<file path="src/rtl/port_tx.sv">
// ---------------------------------------------------------------------------
// port_tx -- output-side transmitter for one switch port.
//
// Queues packet words offered by the switch fabric in a DEPTH-word FIFO and
// presents them one at a time on data_op/valid_op. The downstream receiver
// can stall a presented word with suspend_op. A one-cycle idle gap follows
// every delivered word, so each word produces its own rising edge on
// valid_op. Words whose target field (bits [3:0]) is zero are discarded on
// entry and counted in drop_count.
//
// Word layout: {data[7:0], source[3:0], target[3:0]}
//
// Ports:
//   clk         in   1        rising-edge clock
//   reset       in   1        synchronous, active-high reset
//   in_valid    in   1        fabric offers in_data this cycle
//   in_data     in   DATA_W   packet word from the fabric
//   in_ready    out  1        FIFO can accept (combinational, 0 in reset)
//   data_op     out  DATA_W   registered output word
//   valid_op    out  1        registered, data_op is valid
//   suspend_op  in   1        downstream stall while a word is presented
//   fifo_level  out  AW+1     words queued, excluding the word being sent
//   tx_count    out  16       words delivered, wraps
//   drop_count  out  8        null-target words dropped, saturates
// ---------------------------------------------------------------------------
module port_tx #(
  parameter int DEPTH  = 8,
  parameter int DATA_W = 16
) (
  input  logic                     clk,
  input  logic                     reset,
  input  logic                     in_valid,
  input  logic [DATA_W-1:0]        in_data,
  output logic                     in_ready,
  output logic [DATA_W-1:0]        data_op,
  output logic                     valid_op,
  input  logic                     suspend_op,
  output logic [$clog2(DEPTH):0]   fifo_level,
  output logic [15:0]              tx_count,
  output logic [7:0]               drop_count
);

  localparam int AW = $clog2(DEPTH);
  localparam int LW = AW + 1;

  typedef enum logic [1:0] {
    S_IDLE,
    S_SEND,
    S_GAP
  } state_t;

  state_t              r_state;
  state_t              w_next;
  logic                w_pop;
  logic                w_deliver;

  logic [DATA_W-1:0]   r_mem [DEPTH];
  logic [AW-1:0]       r_wr_ptr;
  logic [AW-1:0]       r_rd_ptr;
  logic [LW-1:0]       r_level;
  logic [DATA_W-1:0]   r_data_op;
  logic                r_valid_op;
  logic [15:0]         r_tx_count;
  logic [7:0]          r_drop_count;

  logic                w_full;
  logic                w_empty;
  logic                w_accept;
  logic                w_push;
  logic                w_drop;

  // Full is judged on the registered level only: a pop in the same cycle
  // does not open a slot until the next cycle.
  assign w_full   = (r_level == LW'(DEPTH));
  assign w_empty  = (r_level == '0);
  assign in_ready = !w_full && !reset;

  assign w_accept = in_valid && in_ready;
  assign w_drop   = w_accept && (in_data[3:0] == 4'h0);
  assign w_push   = w_accept && (in_data[3:0] != 4'h0);

  // -------------------------------------------------------------------------
  // FSM: state register
  // -------------------------------------------------------------------------
  always_ff @(posedge clk) begin
    // NOTE: every clocked assignment is non-blocking so all registers update
    // from the same pre-edge values, independent of statement order.
    if (reset) r_state <= S_IDLE;
    else       r_state <= w_next;
  end

  // -------------------------------------------------------------------------
  // FSM: next state and control strobes
  // -------------------------------------------------------------------------
  always_comb begin
    // NOTE: defaults first, so no path through the case leaves a signal
    // unassigned and infers a latch.
    w_next    = r_state;
    w_pop     = 1'b0;
    w_deliver = 1'b0;
    unique case (r_state)
      S_IDLE: begin
        if (!w_empty) begin
          w_pop  = 1'b1;
          w_next = S_SEND;
        end
      end
      S_SEND: begin
        // Stall holds the word; the first edge with suspend low delivers it.
        if (!suspend_op) begin
          w_deliver = 1'b1;
          w_next    = S_GAP;
        end
      end
      S_GAP: begin
        if (!w_empty) begin
          w_pop  = 1'b1;
          w_next = S_SEND;
        end else begin
          w_next = S_IDLE;
        end
      end
      default: w_next = S_IDLE;
    endcase
  end

  // -------------------------------------------------------------------------
  // FIFO storage
  // -------------------------------------------------------------------------
  // NOTE: the storage array has no reset; emptiness is tracked by r_level, so
  // stale contents are never read and the array can map to plain RAM.
  always_ff @(posedge clk) begin
    if (w_push) r_mem[r_wr_ptr] <= in_data;
  end

  // -------------------------------------------------------------------------
  // Pointers, level, output register and counters
  // -------------------------------------------------------------------------
  always_ff @(posedge clk) begin
    if (reset) begin
      r_wr_ptr     <= '0;
      r_rd_ptr     <= '0;
      r_level      <= '0;
      r_data_op    <= '0;
      r_valid_op   <= 1'b0;
      r_tx_count   <= '0;
      r_drop_count <= '0;
    end else begin
      if (w_push) r_wr_ptr <= r_wr_ptr + AW'(1);

      if (w_pop) begin
        r_rd_ptr  <= r_rd_ptr + AW'(1);
        r_data_op <= r_mem[r_rd_ptr];
      end

      // Simultaneous push and pop leave the level unchanged.
      case ({w_push, w_pop})
        2'b10:   r_level <= r_level + LW'(1);
        2'b01:   r_level <= r_level - LW'(1);
        default: r_level <= r_level;
      endcase

      r_valid_op <= (w_next == S_SEND);

      if (w_deliver) r_tx_count <= r_tx_count + 16'd1;

      if (w_drop && (r_drop_count != 8'hFF)) r_drop_count <= r_drop_count + 8'd1;
    end
  end

  assign data_op    = r_data_op;
  assign valid_op   = r_valid_op;
  assign fifo_level = r_level;
  assign tx_count   = r_tx_count;
  assign drop_count = r_drop_count;

endmodule

</file>
<file path="config.mk">
export PLATFORM = sky130hd
export DESIGN_NAME = port_tx
export DESIGN_NICKNAME = d
export VERILOG_FILES = /design/src/rtl/port_tx.sv
export SDC_FILE = /design/constraint.sdc
export NUM_CORES = 1
export LEC_CHECK = 0
export CAP_MARGIN = 20
export CORE_MARGIN = 2
export CORE_UTILIZATION = 58
export DETAILED_ROUTE_END_ITERATION = 8
export GPL_ROUTABILITY_DRIVEN = 0
export PLACE_DENSITY = 0.8
export SLEW_MARGIN = 20
export SYNTH_ARGS = -nofsm -noshare
export SYNTH_HDL_FRONTEND = slang
export SYNTH_SLANG_ARGS = --single-unit
</file>
<file path="constraint.sdc">
create_clock -name clk -period 9.8 [get_ports clk]
set_input_delay 1.96 -clock clk [delete_from_list [all_inputs] [get_ports clk]]
set_output_delay 1.96 -clock clk [all_outputs]
set_load 0.1 [all_outputs]
</file>
After elaboration in Yosys (flattened, before gate mapping)
Memory sizes are Yosys's and may differ from the RTL's. A register that Yosys moved wholly into a read port is not among the register bits.
Cells that the tools add are included.
- flip-flop bits (word level): 37
- RAM bits: 128
- bits of input ports: 20
- output and inout bits: 46
- logic and storage cells: 45
- memories kept: 1
- memory list (name ; words ; width ; rd ports ; clocked after Yosys merged registers in ; write ports ; RTL line ; source):
    r_mem ; 8 ; 16 ; 1 ; 1 ; 1 ; 57 ; logic [DATA_W-1:0] r_mem [DEPTH];
- $add $sub $neg: 6
- eq/ne operators: 7
- mux-type cells: 11
- reduce and logical (&&, ||, !) cells: 13
- operator list (operator ; count):
    adder 16 x 1 -> 16 bit (second input constant) ; 1
    adder 8 x 1 -> 8 bit (second input constant) ; 1
    zero test 4 bit ; 2
    inequality test 8 bit (second input constant) ; 1
    one-hot mux 4 bit (2 select lines) ; 1
    two-way mux 1 bit ; 7
    adder 3 x 1 -> 3 bit (second input constant) ; 2
    equality test 2 x 1 -> 1 bit (second input constant) ; 3
    one-hot mux 2 bit (3 select lines) ; 1
    logical AND 1 bit ; 5
    adder 4 x 1 -> 4 bit (second input constant) ; 1
    equality test 2 bit (second input constant) ; 2
    equality test 4 bit (second input constant) ; 1
    two-way mux 2 bit ; 2
    nonzero test 4 bit ; 1
    subtractor 4 x 1 -> 4 bit (second input constant) ; 1
    zero test 1 bit ; 2
    zero test 2 bit ; 1
    nonzero test 2 bit ; 1
    OR reduction 2 bit ; 1

Depth between registers and ports, before layout
Gate-level depths: netlist of run 1.
- word-level depth: 7
- gate-level depth with buffers: 11
- depth with buffers taken out: 10

Worst setup path after synthesis of run 1
No wires, ideal clock.
- kind: in2out
- start: in reset
- end: out in_ready
- arrival: 3.838 ns
- required time: 7.840 ns
- path slack: 4.002 ns
- stages: 4
- buffers on the path: 3
- cell sequence: clkbuf_1 -> buf_1 -> clkbuf_1 -> nor2_1
- word-level cells in the longest chain between the ends: 2
- ends and longest elaborated chain (item ; RTL line ; source):
    start, declared ; 31 ; input logic reset,
    zero test 1 bit ; 76 ; assign in_ready = !w_full && !reset;
    logical AND 1 bit ; 76 ;
    end, declared ; 34 ; output logic in_ready,
Every way passes these cells.

Worst setup path in the final report of run 1
Ends and elaborated chain as after synthesis.

==> flow_metrics.env, run 1 <==
export IMPL_grt_max_degree=56
export IMPL_cpMaxStageDelayCell="clkdlybuf4s50_1"
export IMPL_slowest_delay_ps=1000
export IMPL_fin_skew_ps=6.92
export IMPL_place_hpwl_um=7990
export IMPL_rows=40
export IMPL_clockBufferDepth=2
export IMPL_cts_root_buf="clkbuf_16"
export IMPL_drive_gt1_share_pct=16.5
export IMPL_antenna_found_initial=0
export IMPL_grtUsageTotal_pct=22.7
export IMPL_post_cts_buffers=0
export IMPL_rsz0062_at_grt="no"
export IMPL_layout_common_cells="128 x edfxtp_1, 64 x clkdlybuf4s50_1, 51 x dfxtp_1"
export IMPL_timing_final_crit_share_pct=59.7
export IMPL_synth_top_area_cell="edfxtp_1"
export IMPL_grt_pass1_wl_um=21700
export IMPL_setup_violations=0
export IMPL_critPathRequiredTime_ps=7840
export IMPL_vias_per_cell=6.08
export IMPL_worst_pin_slew_ps=1080
export IMPL_num_antenna_cells=0
export IMPL_vias=4139
export IMPL_syn_avg_cell_area_um2=15.7
export IMPL_sw_frac_of_total_pct=33.5
export IMPL_yosys_most_used_dff="edfxtp_1"
export IMPL_yosys_warnings=0
export IMPL_cts_tree="done"
export IMPL_fmax_mhz=171
export IMPL_grtUsageMet2_pct=35.9
export IMPL_dr_pass1_iters=5
export IMPL_grt_overflow=0
export IMPL_worstSetupPathType="primary input to output pin"
export IMPL_ir_worst_vdd_uv=169
export IMPL_drt_wl_total_um=13800
export IMPL_arrival_ps=3890
export IMPL_placeableCoreArea_um2=12000
export IMPL_syn_nets=480
export IMPL_drv_slew=0
export IMPL_setup_worst_path_start_class="primary input"
export IMPL_post_cts_resized=0
export IMPL_path_max_fanout=55
export IMPL_slew_headroom_pct=28.0
export IMPL_r2r_slack_ps=6690
export IMPL_area_delta_synth_final_pct=20.5
export IMPL_htreeDepth=4
export IMPL_ant_nets=0
export IMPL_hold_ws_ps=493
export IMPL_grt_use_met3_pct=6.25
export IMPL_ys_types=51
export IMPL_start_util_pct=59.3
export IMPL_status="finished, final reports clean"
export IMPL_numCtsBuffers=17
export IMPL_drtIter0Drc=406
export IMPL_io_buffers=65
export IMPL_p_seq_share_pct=41.6
export IMPL_route_detailed_drc=0
export IMPL_fin_crit_ps=5850
export IMPL_die_y_um=115
export IMPL_synth_top_area_share_pct=54.2
export IMPL_holdBufCountCts=0
export IMPL_final_hold_violation_count=0
export IMPL_nets=548
export IMPL_switchingPower_mw=0.752
export IMPL_die_area_um2=13100
export IMPL_ys_seq_elements=181
export IMPL_grtUsageMet1_pct=29.7
export IMPL_grt_pass1_vias=4144
export IMPL_ys_seq_area_share_pct=69.1
export IMPL_comb_power_share_pct=27.4
export IMPL_fp_dieW_um=115
export IMPL_clk_latency_ps=430
export IMPL_ios=66
export IMPL_cap_violations=0
export IMPL_power_mw=2.25
export IMPL_cts_sinks=181
export IMPL_async_flop_share_pct=0
export IMPL_wl_per_cell_um=20.3
export IMPL_synth_area_um2=7100
export IMPL_p_int_mw=1.49
export IMPL_synth_edff_count=128
export IMPL_clockPowerShare_pct=31.0
export IMPL_layout_commonest_cell="edfxtp_1"
export IMPL_crit_chain="buf_2 > nor2_1 > clkdlybuf4s50_1"
export IMPL_p_per_area_nw_per_um2=263
export IMPL_ys_top_cells_by_area="edfxtp_1 54%, dfxtp_1 15%, mux4_2 10%, nor2_1 2.2%, nor3_1 1.5%"
export IMPL_min_path_type="register to register"
export IMPL_grt_busiest_layer="met2"
export IMPL_power_leakage_nw=2.78
export IMPL_path_clk_slew_ps=60
export IMPL_crit_path_end_kind="output pin"
export IMPL_fin_tns_setup_ps=0
export IMPL_postSynthCellCount=453
cells in the mapped netlist (3+ instances only):
master    number
nand2_1       14
dfxtp_1       53
nor2_1        41
o22ai_1       15
buf_2          8
xnor2_1        8
a21oi_1       14
clkbuf_1      10
nor2b_1        7
inv_1          4
edfxtp_1     128
or4_1          6
or3_1          6
o31ai_1        5
ha_1           7
mux4_2        32
xor2_1         7
a211oi_1       3
o21ai_0        6
nor3_1        21
mux2i_1        5
nand4_1        6
nand3_1       11
nand3_2        3
worst max-delay path, delay by kind of cell:
family	cells	cell delay (ps)
buffers and inverters	2	1800
AND/OR/NAND/NOR	1	100
flip-flops by register name, indices dropped and copies added, names as in the netlist:
| name | cells |
|---|---|
| r_rd_ptr | 3 |
| data_op | 16 |
| r_state | 2 |
| tx_count | 16 |
| r_mem | 128 |
| fifo_level | 4 |
| r_wr_ptr | 3 |
| drop_count | 8 |
| valid_op | 1 |
stage by stage:
step,worst slack [ps],utilization [%],std cells,cell area [µm²]
2_1_floorplan,4000,-,453,7100
3_3_place_gp,3970,66.2,648,7920
3_5_place_dp,3950,66.2,648,7920
4_1_cts,3960,71.4,680,8540
5_1_grt,3870,71.5,681,8550
6_report,3950,71.5,681,8550
area by class of cell:
class,count,area [µm²]
fillers,755,3410
repair buffers,71,694
well taps,147,184
clock buffers,19,443
multi-input cells,245,2130
clock inverters,13,170
inverters,5,18.8
flip-flops and latches,181,4910
metal layers:
metal,vias to the layer above,wire [µm]
met5,-,0
met4,0,307
met3,25,907
met2,155,6810
met1,2064,5770
li1,1895,-
kinds of logic after synthesis:
family                   count (synthesis)  synth area share [%]
AO/OA/AOI/OAI                           50                  4.39
XOR/XNOR                                15                  1.85
adder cells (fa/ha/maj)                  7                  1.23
buffers and inverters                   27                  1.73
flip-flops                             181                  69.1
multiplexers                            40                  11.4
AND/OR/NAND/NOR                        133                  10.3
power by group through the flow:
| stage | Combinational [mW] | Sequential, mW | Clock [mW] |
|---|---|---|---|
| 5_1_grt | 0.656 | 0.944 | 0.737 |
| 4_1_cts | 0.621 | 0.936 | 0.705 |
| 2_1_floorplan | 0.298 | 1.12 | 0 |
| 3_3_place_gp | 0.602 | 0.948 | 0 |
| 3_5_place_dp | 0.616 | 0.951 | 0 |
| 6_report | 0.616 | 0.934 | 0.696 |
worst paths after layout:
kind	depth (start not counted)	start	endpoint
worst min register to register	2	data_op[7]	data_op[7]
worst min-delay path	2	data_op[7]	data_op[7]
worst max register to register	9	fifo_level[0]	fifo_level[2]
worst max-delay path	3	reset	in_ready
No activity file was read; power rests on OpenSTA's default activity.
==> run 2, diff against run 1 <==
Settings changed: CORE_UTILIZATION 58 to 51, PLACE_DENSITY 0.8 to 0.75.
Clock period 9.8 ns to 4.97 ns, I/O delays scaled along.
==> flow_metrics.env, run 2 (synthesis results as in run 1) <==
export IMPL_status="finished, final reports clean"
export IMPL_die_y_um=122
export IMPL_final_hold_violation_count=0
export IMPL_pre_cts_ws_ps=1260
export IMPL_clockBufferDepth=2
export IMPL_post_cts_resized=0
export IMPL_drtIter0Drc=237
export IMPL_drive_gt1_share_pct=17.3
export IMPL_cap_violations=0
export IMPL_grt_max_degree=55
export IMPL_cts_sinks=181
export IMPL_min_to="data_op[2]"
export IMPL_wl_per_cell_um=19.0
export IMPL_hp_start="data_op[2]"
export IMPL_rows=43
export IMPL_vias=4090
export IMPL_grtUsageTotal_pct=20.1
export IMPL_largest_register_ffs=128
export IMPL_ant_nets=0
export IMPL_dr_pass1_iters=4
export IMPL_fin_skew_ps=14.4
export IMPL_clk_latency_ps=430
export IMPL_nets=552
export IMPL_p_per_area_nw_per_um2=504
export IMPL_grt_overflow=0
export IMPL_crit_chain="nor4b_1 > nor2_1 > clkdlybuf4s50_1"
export IMPL_fp_dieW_um=122
export IMPL_critPathRequiredTime_ps=3980
export IMPL_crit_path_end_kind="output pin"
export IMPL_fin_crit_ps=3600
export IMPL_holdBufCountCts=0
export IMPL_r2r_start="fifo_level[0]"
export IMPL_path_max_fanout=9
export IMPL_arrival_ps=2600
export IMPL_cts_tree="done"
export IMPL_ir_worst_vdd_uv=429
export IMPL_placeableCoreArea_um2=13700
export IMPL_area_delta_synth_final_pct=20.5
export IMPL_die_area_um2=14900
export IMPL_ff2ff_path_depth=6
export IMPL_io_buffers=65
export IMPL_layout_common_cells="128 x edfxtp_1, 64 x clkdlybuf4s50_1, 51 x dfxtp_1"
export IMPL_top_register="r_mem"
export IMPL_cts_root_buf="clkbuf_16"
export IMPL_antenna_found_initial=0
export IMPL_r2r_slack_ps=1800
export IMPL_route_detailed_drc=0
export IMPL_numCtsBuffers=17
export IMPL_place_hpwl_um=7980
export IMPL_grt_pass1_vias=4158
export IMPL_fmax_mhz=278
export IMPL_cpMaxStageDelayCell="clkdlybuf4s50_1"
export IMPL_crit_family="buffers and inverters"
export IMPL_timing_final_crit_share_pct=72.3
export IMPL_drv_slew=0
export IMPL_rsz0062_at_grt="no"
export IMPL_power_leakage_nw=2.76
export IMPL_setup_worst_path_start_class="register"
export IMPL_worst_slack_ps=1370
export IMPL_htreeDepth=4
export IMPL_path_clk_slew_ps=70
export IMPL_fin_tns_setup_ps=0
export IMPL_ios=66
export IMPL_vias_per_cell=5.70
export IMPL_r2r_end="fifo_level[3]"
export IMPL_hold_path_depth=2
export IMPL_drt_wl_total_um=13600
export IMPL_slew_headroom_pct=27.5
export IMPL_min_path_type="register to register"
export IMPL_layout_commonest_cell="edfxtp_1"
export IMPL_slowest_delay_ps=990
export IMPL_worst_pin_slew_ps=1090
export IMPL_path_buf_inv=1
export IMPL_setup_violations=0
export IMPL_num_antenna_cells=0
export IMPL_worstSetupPathType="register to output pin"
export IMPL_start_util_pct=51.7
export IMPL_grt_pass1_wl_um=21800
export IMPL_post_cts_buffers=0
-- run 2: changes by cell type in the layout (fill, tap and decap cells not counted), sizes merged --
cell | previous run | this run
buf | 7 | 11
bufinv | 3 | 0
inv | 9 | 11
clkbuf | 19 | 18
clkinv | 6 | 4
clkinvlp | 0 | 4
-- run 2: power by group --
| group | switching [mW] | internal [mW] |
|---|---|---|
| Combinational | 0.783 | 0.423 |
| Sequential | 0.135 | 1.71 |
| Clock | 0.596 | 0.665 |
-- run 2: tightest hold or removal path, delay by kind of cell (launching register included) --
family,cells,cell delay [ps]
simple gates,2,140
flops,1,310
-- run 2: cell type report --
class	instances	area (µm²)
clock buffers	18	429
clock inverters	14	145
fillers	1025	5170
inverters	5	18.8
multi-input cells	245	2110
flip-flops and latches	181	4910
well taps	180	225
repair buffers	75	721
-- run 2: how the worst max path moves through the flow --
stage                  start             to  slack [ps]  depth (start not counted)
6_report       fifo_level[1]       in_ready        1370                          3
5_1_grt        fifo_level[0]       in_ready        1280                          3
4_1_cts        fifo_level[1]       in_ready        1360                          3
3_5_place_dp      in_data[1]  fifo_level[3]        1260                          8
3_3_place_gp      in_data[1]  fifo_level[3]        1360                          8
2_1_floorplan  fifo_level[1]    r_mem[2][0]         890                          5
-- run 2: metal layers --
metal | up-vias | global-route usage (%) | share of wire (%)
met1 | 2032 | 26.1 | 43
met4 | 0 | 8.19 | 1.2
met3 | 17 | 4.78 | 5.7
li1 | 1919 | - | -
met5 | - | 0 | 0
met2 | 122 | 33.1 | 50
-- run 2: stage by stage --
stage	instance area [µm²]	cells	hold slack, ps	power (mW)	util (%)
floorplan	7100	453	454	2.80	-
global placement	7980	686	475	3.06	58.1
detailed placement	7980	686	479	3.09	58.1
CTS	8550	718	495	4.35	62.3
global route	8550	718	520	4.50	62.3
finish	8550	718	493	4.31	62.3
==> run 3, diff against run 2 <==
Clock period 4.97 ns to 3 ns, I/O delays scaled along.
==> flow_metrics.env, run 3 (synthesis results as in run 1) <==
export IMPL_route_detailed_drc=0
export IMPL_multi_input_comb_area_um2=2120
export IMPL_dr_pass1_iters=5
export IMPL_clockBufferDepth=2
export IMPL_nets=564
export IMPL_area_delta_synth_final_pct=21.7
export IMPL_cts_sinks=181
export IMPL_grt_overflow=0
export IMPL_regArea_um2=4910
export IMPL_cts_tree="done"
export IMPL_fmax_mhz=379
export IMPL_p_per_area_nw_per_um2=856
export IMPL_place_hpwl_um=8510
export IMPL_grt_pass1_vias=4194
export IMPL_arrival_ps=2980
export IMPL_wl_per_cell_um=19.7
export IMPL_layout_common_cells="128 x edfxtp_1, 64 x buf_4, 48 x dfxtp_1"
export IMPL_critPathRequiredTime_ps=3340
export IMPL_post_cts_buffers=0
export IMPL_grt_max_degree=55
export IMPL_pre_cts_ws_ps=-33.1
export IMPL_startpoint="fifo_level[0]"
export IMPL_setup_worst_path_start_class="register"
export IMPL_post_cts_resized=0
export IMPL_wl_met1_um=6060
export IMPL_worst_pin_slew_ps=691
export IMPL_rows=43
export IMPL_fin_tns_setup_ps=0
export IMPL_layout_commonest_cell="edfxtp_1"
export IMPL_die_y_um=122
export IMPL_worstSetupPathType="register to register"
export IMPL_setup_violations=0
export IMPL_clk_latency_ps=420
export IMPL_drtIter0Drc=341
export IMPL_fin_skew_ps=9.12
export IMPL_dr_max_layer_used="met4"
export IMPL_route_met2_wl_um=7200
export IMPL_fillers=995
export IMPL_timing_final_crit_share_pct=88.0
export IMPL_top_register="r_mem"
export IMPL_min_path_type="register to register"
export IMPL_post_dp_cell_area_um2=8020
export IMPL_fin_crit_ps=2640
export IMPL_status="finished, final reports clean"
export IMPL_htreeDepth=4
export IMPL_power_leakage_nw=2.95
export IMPL_numCtsBuffers=17
export IMPL_placeableCoreArea_um2=13700
export IMPL_final_hold_violation_count=0
export IMPL_path_clk_slew_ps=70
export IMPL_hp_start="data_op[12]"
export IMPL_ir_worst_vdd_uv=569
export IMPL_design_area_um2=8640
export IMPL_holdBufCountCts=0
export IMPL_hold_ws_ps=495
export IMPL_antenna_found_initial=0
export IMPL_fp_dieW_um=122
export IMPL_r2r_start="fifo_level[0]"
export IMPL_grtUsageTotal_pct=20.6
export IMPL_rsz0062_at_grt="no"
export IMPL_worst_slack_ps=360
export IMPL_vias_per_cell=5.79
export IMPL_io_buffers=65
export IMPL_start_util_pct=51.7
export IMPL_ios=66
export IMPL_cap_violations=0
export IMPL_drive_gt1_share_pct=27.8
export IMPL_slew_headroom_pct=53.9
export IMPL_vias=4224
export IMPL_num_antenna_cells=0
export IMPL_drt_wl_total_um=14400
export IMPL_wl_met3_um=1010
export IMPL_largest_register_ffs=128
export IMPL_path_max_fanout=8
export IMPL_grt_pass1_wl_um=22500
export IMPL_ant_nets=0
export IMPL_crit_path_end_kind="register"
export IMPL_drv_slew=0
export IMPL_cts_root_buf="clkbuf_16"
export IMPL_die_area_um2=14900
run 3: layer usage:
| metal | vias to the layer above | track usage (%) |
|---|---|---|
| li1 | 1939 | - |
| met1 | 2098 | 27.6 |
| met2 | 176 | 34.0 |
| met3 | 11 | 4.54 |
| met4 | 0 | 6.39 |
| met5 | - | 0 |
run 3: cell type report:
cell class / instances / area share (%)
Clock inverter: 12 / 1.93
Tap cell: 180 / 2.61
Timing Repair Buffer: 87 / 8.63
Multi-Input combinational cell: 245 / 24.6
Sequential cell: 181 / 56.9
Inverter: 5 / 0.217
Clock buffer: 20 / 5.17
run 3: power breakdown:
part	switching (mW)	internal (mW)
sequential	0.157	2.83
combinational	1.40	0.721
clock	0.935	1.35
total	2.49	4.91
run 3: stage by stage:
stage / power (mW) / utilization, % / instances
final: 7.40 / 63.0 / 730
after global routing: 7.70 / 63.0 / 730
after CTS: 7.46 / 63.0 / 730
after detailed placement: 5.17 / 58.5 / 698
after global placement: 5.12 / 58.5 / 698
after floorplan: 4.64 / - / 453
run 3: path summary, 6_finish.rpt:
check | endpoint | slack [ps] | depth (start not counted)
max | fifo_level[2] | 360 | 9
min | data_op[12] | 490 | 2
max reg2reg | fifo_level[2] | 360 | 9
min reg2reg | data_op[12] | 490 | 2
run 3: worst max-delay path, cell delays in order (launching register included):
cell	delay [ps]
dfxtp_2	370
or4_1	610
and2_1	300
ha_1	260
xor2_1	150
ha_1	180
a21oi_1	150
xor2_1	90
or3_1	300
a21oi_1	150
